## config.mk

```make
export PLATFORM = sky130hd
export DESIGN_NAME = keypad_scanner
export DESIGN_NICKNAME = d
export VERILOG_FILES = /design/src/rtl/keypad_scanner.sv
export SDC_FILE = /design/constraint.sdc
export NUM_CORES = 1
export LEC_CHECK = 0
export CAP_MARGIN = 20
export CORE_UTILIZATION = 58
export CTS_BUF_LIST = sky130_fd_sc_hd__clkbuf_8
export DETAILED_ROUTE_END_ITERATION = 7
export PLACE_DENSITY = 0.8
export SLEW_MARGIN = 40
export SYNTH_ARGS = -nofsm -noshare
export SYNTH_HDL_FRONTEND = slang
export SYNTH_SLANG_ARGS = --single-unit
```

## constraint.sdc

```tcl
create_clock -name clk -period 9.57 [get_ports clk]
set_clock_uncertainty 0.05 [all_clocks]
set_input_delay 1.914 -clock clk [delete_from_list [all_inputs] [get_ports clk]]
set_output_delay 1.914 -clock clk [all_outputs]
set_load 0.05 [all_outputs]
```

## src/rtl/keypad_scanner.sv

```systemverilog
// rtl/keypad_scanner.sv - 4x4 matrix keypad scanner with scan-level debounce
module keypad_scanner #(
    parameter int SCAN_DIV       = 4,
    parameter int DEBOUNCE_SCANS = 3
) (
    input  logic       clk,
    input  logic       rst,
    input  logic [3:0] rows_n,
    output logic [3:0] cols_n,
    output logic [3:0] key_code,
    output logic       key_valid,
    output logic       key_held
);

    localparam int SW = (SCAN_DIV > 1) ? $clog2(SCAN_DIV) : 1;
    localparam int CW = $clog2(DEBOUNCE_SCANS + 1);

    typedef enum logic [1:0] {
        IDLE,
        DEBOUNCE,
        HELD,
        RELEASE
    } state_t;

    logic [SW-1:0] slot;
    logic [1:0]    col_idx;
    logic          slot_last;
    logic          scan_end;
    logic [3:0]    rows_s1;
    logic [3:0]    rows_s2;
    logic [15:0]   snapshot;
    logic [15:0]   col_bits;
    logic [15:0]   full_snap;
    logic [4:0]    ones;
    logic [3:0]    hit_code;
    logic          res_none;
    logic          res_one;

    state_t        state, state_nx;
    logic [CW-1:0] cnt, cnt_nx;
    logic [3:0]    cand, cand_nx;
    logic [3:0]    code_nx;
    logic          valid_nx;
    logic          held_nx;

    assign slot_last = (slot == SW'(SCAN_DIV - 1));
    assign scan_end  = slot_last && (col_idx == 2'd3);

    // Column drive: one active-low column per slot, rotating forever
    always_ff @(posedge clk or posedge rst) begin
        if (rst) begin
            slot    <= '0;
            col_idx <= 2'd0;
            cols_n  <= 4'b1110;
        end else if (slot_last) begin
            slot    <= '0;
            col_idx <= col_idx + 2'd1;
            cols_n  <= {cols_n[2:0], cols_n[3]};
        end else begin
            slot <= slot + SW'(1);
        end
    end

    // Two-stage synchronizer for the asynchronous row inputs
    always_ff @(posedge clk or posedge rst) begin
        if (rst) begin
            rows_s1 <= 4'b1111;
            rows_s2 <= 4'b1111;
        end else begin
            rows_s1 <= rows_n;
            rows_s2 <= rows_s1;
        end
    end

    // Place the current column's pressed rows at bit r*4+c
    always_comb begin
        col_bits = '0;
        for (int r = 0; r < 4; r++) begin
            col_bits[r*4 + int'(col_idx)] = ~rows_s2[r];
        end
        full_snap = snapshot | col_bits;
    end

    // Accumulate one full scan; cleared as the last column is folded in
    always_ff @(posedge clk or posedge rst) begin
        if (rst) begin
            snapshot <= '0;
        end else if (slot_last) begin
            snapshot <= scan_end ? '0 : full_snap;
        end
    end

    // Classify the completed scan: number of keys down and the code of one of them
    always_comb begin
        ones     = '0;
        hit_code = '0;
        for (int i = 0; i < 16; i++) begin
            if (full_snap[i]) begin
                ones     = ones + 5'd1;
                hit_code = 4'(i);
            end
        end
        res_none = (ones == 5'd0);
        res_one  = (ones == 5'd1);
    end

    // Debounce FSM and output registers
    always_ff @(posedge clk or posedge rst) begin
        if (rst) begin
            state     <= IDLE;
            cnt       <= '0;
            cand      <= '0;
            key_code  <= '0;
            key_valid <= 1'b0;
            key_held  <= 1'b0;
        end else begin
            state     <= state_nx;
            cnt       <= cnt_nx;
            cand      <= cand_nx;
            key_code  <= code_nx;
            key_valid <= valid_nx;
            key_held  <= held_nx;
        end
    end

    // Next-state logic, only advanced on scan end; key_valid is a single-clock pulse
    always_comb begin
        state_nx = state;
        cnt_nx   = cnt;
        cand_nx  = cand;
        code_nx  = key_code;
        valid_nx = 1'b0;
        held_nx  = key_held;
        if (scan_end) begin
            case (state)
                IDLE: begin
                    if (res_one) begin
                        cand_nx = hit_code;
                        if (DEBOUNCE_SCANS == 1) begin
                            state_nx = HELD;
                            cnt_nx   = '0;
                            code_nx  = hit_code;
                            valid_nx = 1'b1;
                            held_nx  = 1'b1;
                        end else begin
                            state_nx = DEBOUNCE;
                            cnt_nx   = CW'(1);
                        end
                    end
                end
                DEBOUNCE: begin
                    if (res_one && hit_code == cand) begin
                        if (cnt == CW'(DEBOUNCE_SCANS - 1)) begin
                            state_nx = HELD;
                            cnt_nx   = '0;
                            code_nx  = cand;
                            valid_nx = 1'b1;
                            held_nx  = 1'b1;
                        end else begin
                            cnt_nx = cnt + CW'(1);
                        end
                    end else begin
                        state_nx = IDLE;
                        cnt_nx   = '0;
                    end
                end
                HELD: begin
                    if (res_none) begin
                        if (DEBOUNCE_SCANS == 1) begin
                            state_nx = IDLE;
                            cnt_nx   = '0;
                            held_nx  = 1'b0;
                        end else begin
                            state_nx = RELEASE;
                            cnt_nx   = CW'(1);
                        end
                    end
                end
                RELEASE: begin
                    if (res_none) begin
                        if (cnt == CW'(DEBOUNCE_SCANS - 1)) begin
                            state_nx = IDLE;
                            cnt_nx   = '0;
                            held_nx  = 1'b0;
                        end else begin
                            cnt_nx = cnt + CW'(1);
                        end
                    end else begin
                        state_nx = HELD;
                        cnt_nx   = '0;
                    end
                end
                default: begin
                    state_nx = IDLE;
                    cnt_nx   = '0;
                end
            endcase
        end
    end

endmodule

```

==> results_dict.tcl <==
set metrics [dict create \
    die_h_um 84 \
    p_sw_w 0.000151 \
    synth_common_cells "50 x nor2_1, 35 x dfrtp_1, 34 x o21ai_0" \
    drt_iter0_markers 310 \
    grt_max_degree 47 \
    ys_ff_latch 46 \
    via_per_inst 6.46 \
    register_area_mm2 0.00116 \
    num-fill-cells 333 \
    max_stage_delay_ps 630 \
    drc 0 \
    ys.flop_type "dfrtp_1" \
    cts_htree_levels 2 \
    grt_pass1_wl_um 16200 \
    tns_ps -5810 \
    ios 16 \
    cts_tree "done" \
    fin_crit_sh_pct 106 \
    required_ps 9710 \
    syn_inst 436 \
    core_area_mm2 0.00642 \
    ir_drop_mv 0.167 \
    drv_cap 0 \
    multi_input_area_mm2 0.00306 \
    antenna_left 0 \
    dp_hpwl_um 6380 \
    yosys.area.top_type "dfrtp_1" \
    final_area_mm2 0.00518 \
    overflow 0 \
    antenna_found_initial 0 \
    grt_pass1_vias 3562 \
    antenna_cells 0 \
    worstSetupPathType "register to register" \
    start_util_pct 60.7 \
    place.gp.congestion 0.868 \
    finalSetupViolCount 14 \
    cpMaxStageDelayCell "a211oi_1" \
    yosysMostFrequentCell "nor2_1" \
    cts_root_buf "clkbuf_8" \
    die_w_um 84 \
    synth_edf_count 0 \
    dp.cells 550 \
    drv_slew 0 \
    synth.avg_cell_area_um2 8.94 \
    cp-start-kind "register" \
    fin_ws_ps -548 \
    violations "setup timing" \
    p_seq_share_pct 43.2 \
    worst_setup_path_end_kind "register" \
    path_buf_inv 9 \
    crit_arrival_ps 10250 \
    p_leak_nw 2.19 \
    cts_hold_buf 0 \
    fmax_mhz 98.8 \
    path_max_fanout 5 \
    dr.pass1.iters 5 \
    insertion_delay_ps 300 \
    drt-total-wl_um 12300 \
    yosys_warnings 0 \
    port-buffer-count 15 \
    dieArea_mm2 0.00706 \
    finish.utilization_pct 80.7 \
    syn_area_mm2 0.00390 \
    p_total_w 0.000512 \
    track_usage_pct 28.3 \
    clock_sinks 46 \
    clockBufferDepth 2 \
    syn_to_final_growth_pct 32.9 \
    synth_top_area_share_pct 22.5 \
    cts_made_buffers 5 \
    seq_area_frac_synth_pct 29.9 \
    combPwrFrac_pct 27.6 \
    synthTopCellsByArea "dfrtp_1 22%, dfstp_2 7.4%, xnor2_1 6.5%" \
    max_slew_margin_pct 38.8 \
    synthArstFlopShare_pct 100 \
    synth_nets 462 \
    p_int_w 0.000361 \
    finalNonFillerCells 597 \
    status "complete, but fails checks" \
    cp_top_family "adder cells" \
    postPlaceCellArea_mm2 0.00436 \
    clk_pin_slew_ps 90 \
    power_density_mw_per_mm2 98.8 \
    yosysUniqueCellTypes 68 \
    drive_gt1_share_pct 36.3 \
    swShare_pct 29.6 \
    final_net_count 545 \
    tightest_slew_ps 918 \
    vias 3856 \
    power.share.clock_pct 29.3 \
    rows 29 \
    routedWlPerCell_um 20.5 \
    finalCriticalPeriod_ps 10120 \
    min_path_type "register to register" \
    finalHoldViolations 0 \
    rsz0062_at_grt "yes" \
    cpMostUsedCell "ha_1" \
]
final cells by class:
cell class,instances,share of cell area (%)
sequential,46,22.5
tap,77,1.86
clock buffer,6,1.59
clock inverter,2,0.652
inverter,16,1.21
multi-input combinational,365,59.0
timing repair buffer,85,13.2
sequential cells by signal, indices dropped and copies added, names as in the netlist, 4 cells and up:
register,flops
cols_n,4
key_code,4
cand,4
rows_s2,4
rows_s1,4
snapshot,16
power groups by stage:
stage	logic, W	registers [W]	clock network (W)
6_report	0.000141	0.000221	0.000150
3_3_place_gp	0.0000913	0.000221	0
2_1_floorplan	0.0000719	0.000218	0
5_1_grt	0.000152	0.000221	0.000158
3_5_place_dp	0.0000954	0.000221	0
4_1_cts	0.000113	0.000218	0.000147
per-stage QoR:
| stage | hold slack (ps) | setup WS, ps |
|---|---|---|
| finish | 308 | -548 |
| global route | 319 | -972 |
| floorplan | 295 | 19.9 |
| detailed placement | 299 | -612 |
| CTS | 310 | -21.4 |
| global placement | 295 | -208 |
placed cells by master (no fill, tap or decap), types with 3 or more instances in the layout:
cell type / netlist / final
a2111oi_0: 3 / 3
a211oi_1: 4 / 4
a21o_1: 5 / 5
a21oi_1: 22 / 18
and2_1: 9 / 7
buf_4: 1 / 68
clkbuf_8: 0 / 6
clkdlybuf4s50_1: 0 / 15
dfrtp_1: 35 / 35
dfstp_2: 11 / 11
ha_1: 20 / 8
ha_4: 0 / 10
inv_1: 16 / 9
inv_2: 0 / 7
mux2_2: 18 / 14
mux2_4: 0 / 4
mux2i_1: 7 / 5
nand2_1: 31 / 26
nand2_2: 0 / 4
nand2b_1: 9 / 9
nand3_1: 6 / 5
nand4_1: 5 / 5
nor2_1: 50 / 44
nor2_2: 0 / 3
nor2_4: 0 / 3
nor2b_1: 10 / 8
nor3_1: 9 / 8
nor3b_1: 3 / 3
o211ai_1: 5 / 5
o21a_1: 5 / 5
o21ai_0: 34 / 29
o21ai_1: 3 / 4
o21bai_1: 4 / 4
or2_2: 6 / 6
xnor2_1: 29 / 27
xnor2_2: 3 / 4
xnor2_4: 2 / 3
xor2_1: 8 / 8
path summary, 6_finish.rpt:
path	endpoint	slack, ps	cells past startpoint	start
worst max-delay path	key_code[1]	-550	51	col_idx[0]
min in group asynchronous	key_code[3]	1970	2	rst
worst min-delay path	rows_s2[3]	310	0	rows_s1[3]
worst max register to register	key_code[1]	-550	51	col_idx[0]
max in group asynchronous	rows_s1[0]	7120	2	rst
worst min register to register	rows_s2[3]	310	0	rows_s1[3]
metal layers:
layer  vias up  wire (um)  global-route usage (%)
li1       1733          -                       -
met1      1889       4980                    36.7
met2       190       6150                    48.3
met3        44        716                    4.35
met4         0        410                    9.72
met5         -          0                       0
cell families (layout without fill, tap and decap cells):
kind of cell	Yosys count	in the layout	share of synthesized area, %
compound gates	119	119	20.6
xor+xnor	46	46	13.3
fa+ha+maj	20	20	6.42
buf+inv	25	109	2.57
flops	46	46	29.9
mux	25	25	6.99
simple gates	155	155	20.2
repair_timing:
item                       CTS  global route
setup endpoints to repair   14            14
resized for setup           33            52
pin swaps                   19            23
setup buffers               26            15
hold endpoints to repair     0             0
worst register-to-register path, delay by kind of cell (launching register included):
family	cells	cell delay (ps)
xor gates and xnor gates	1	160
AOI/OAI and AO/OA	14	2700
DFF	1	440
and+or+nand+nor	12	1490
buffers and inverters	9	1130
muxes	3	770
adders and majority gates	12	3240
Power figures use the tool's default switching activity.
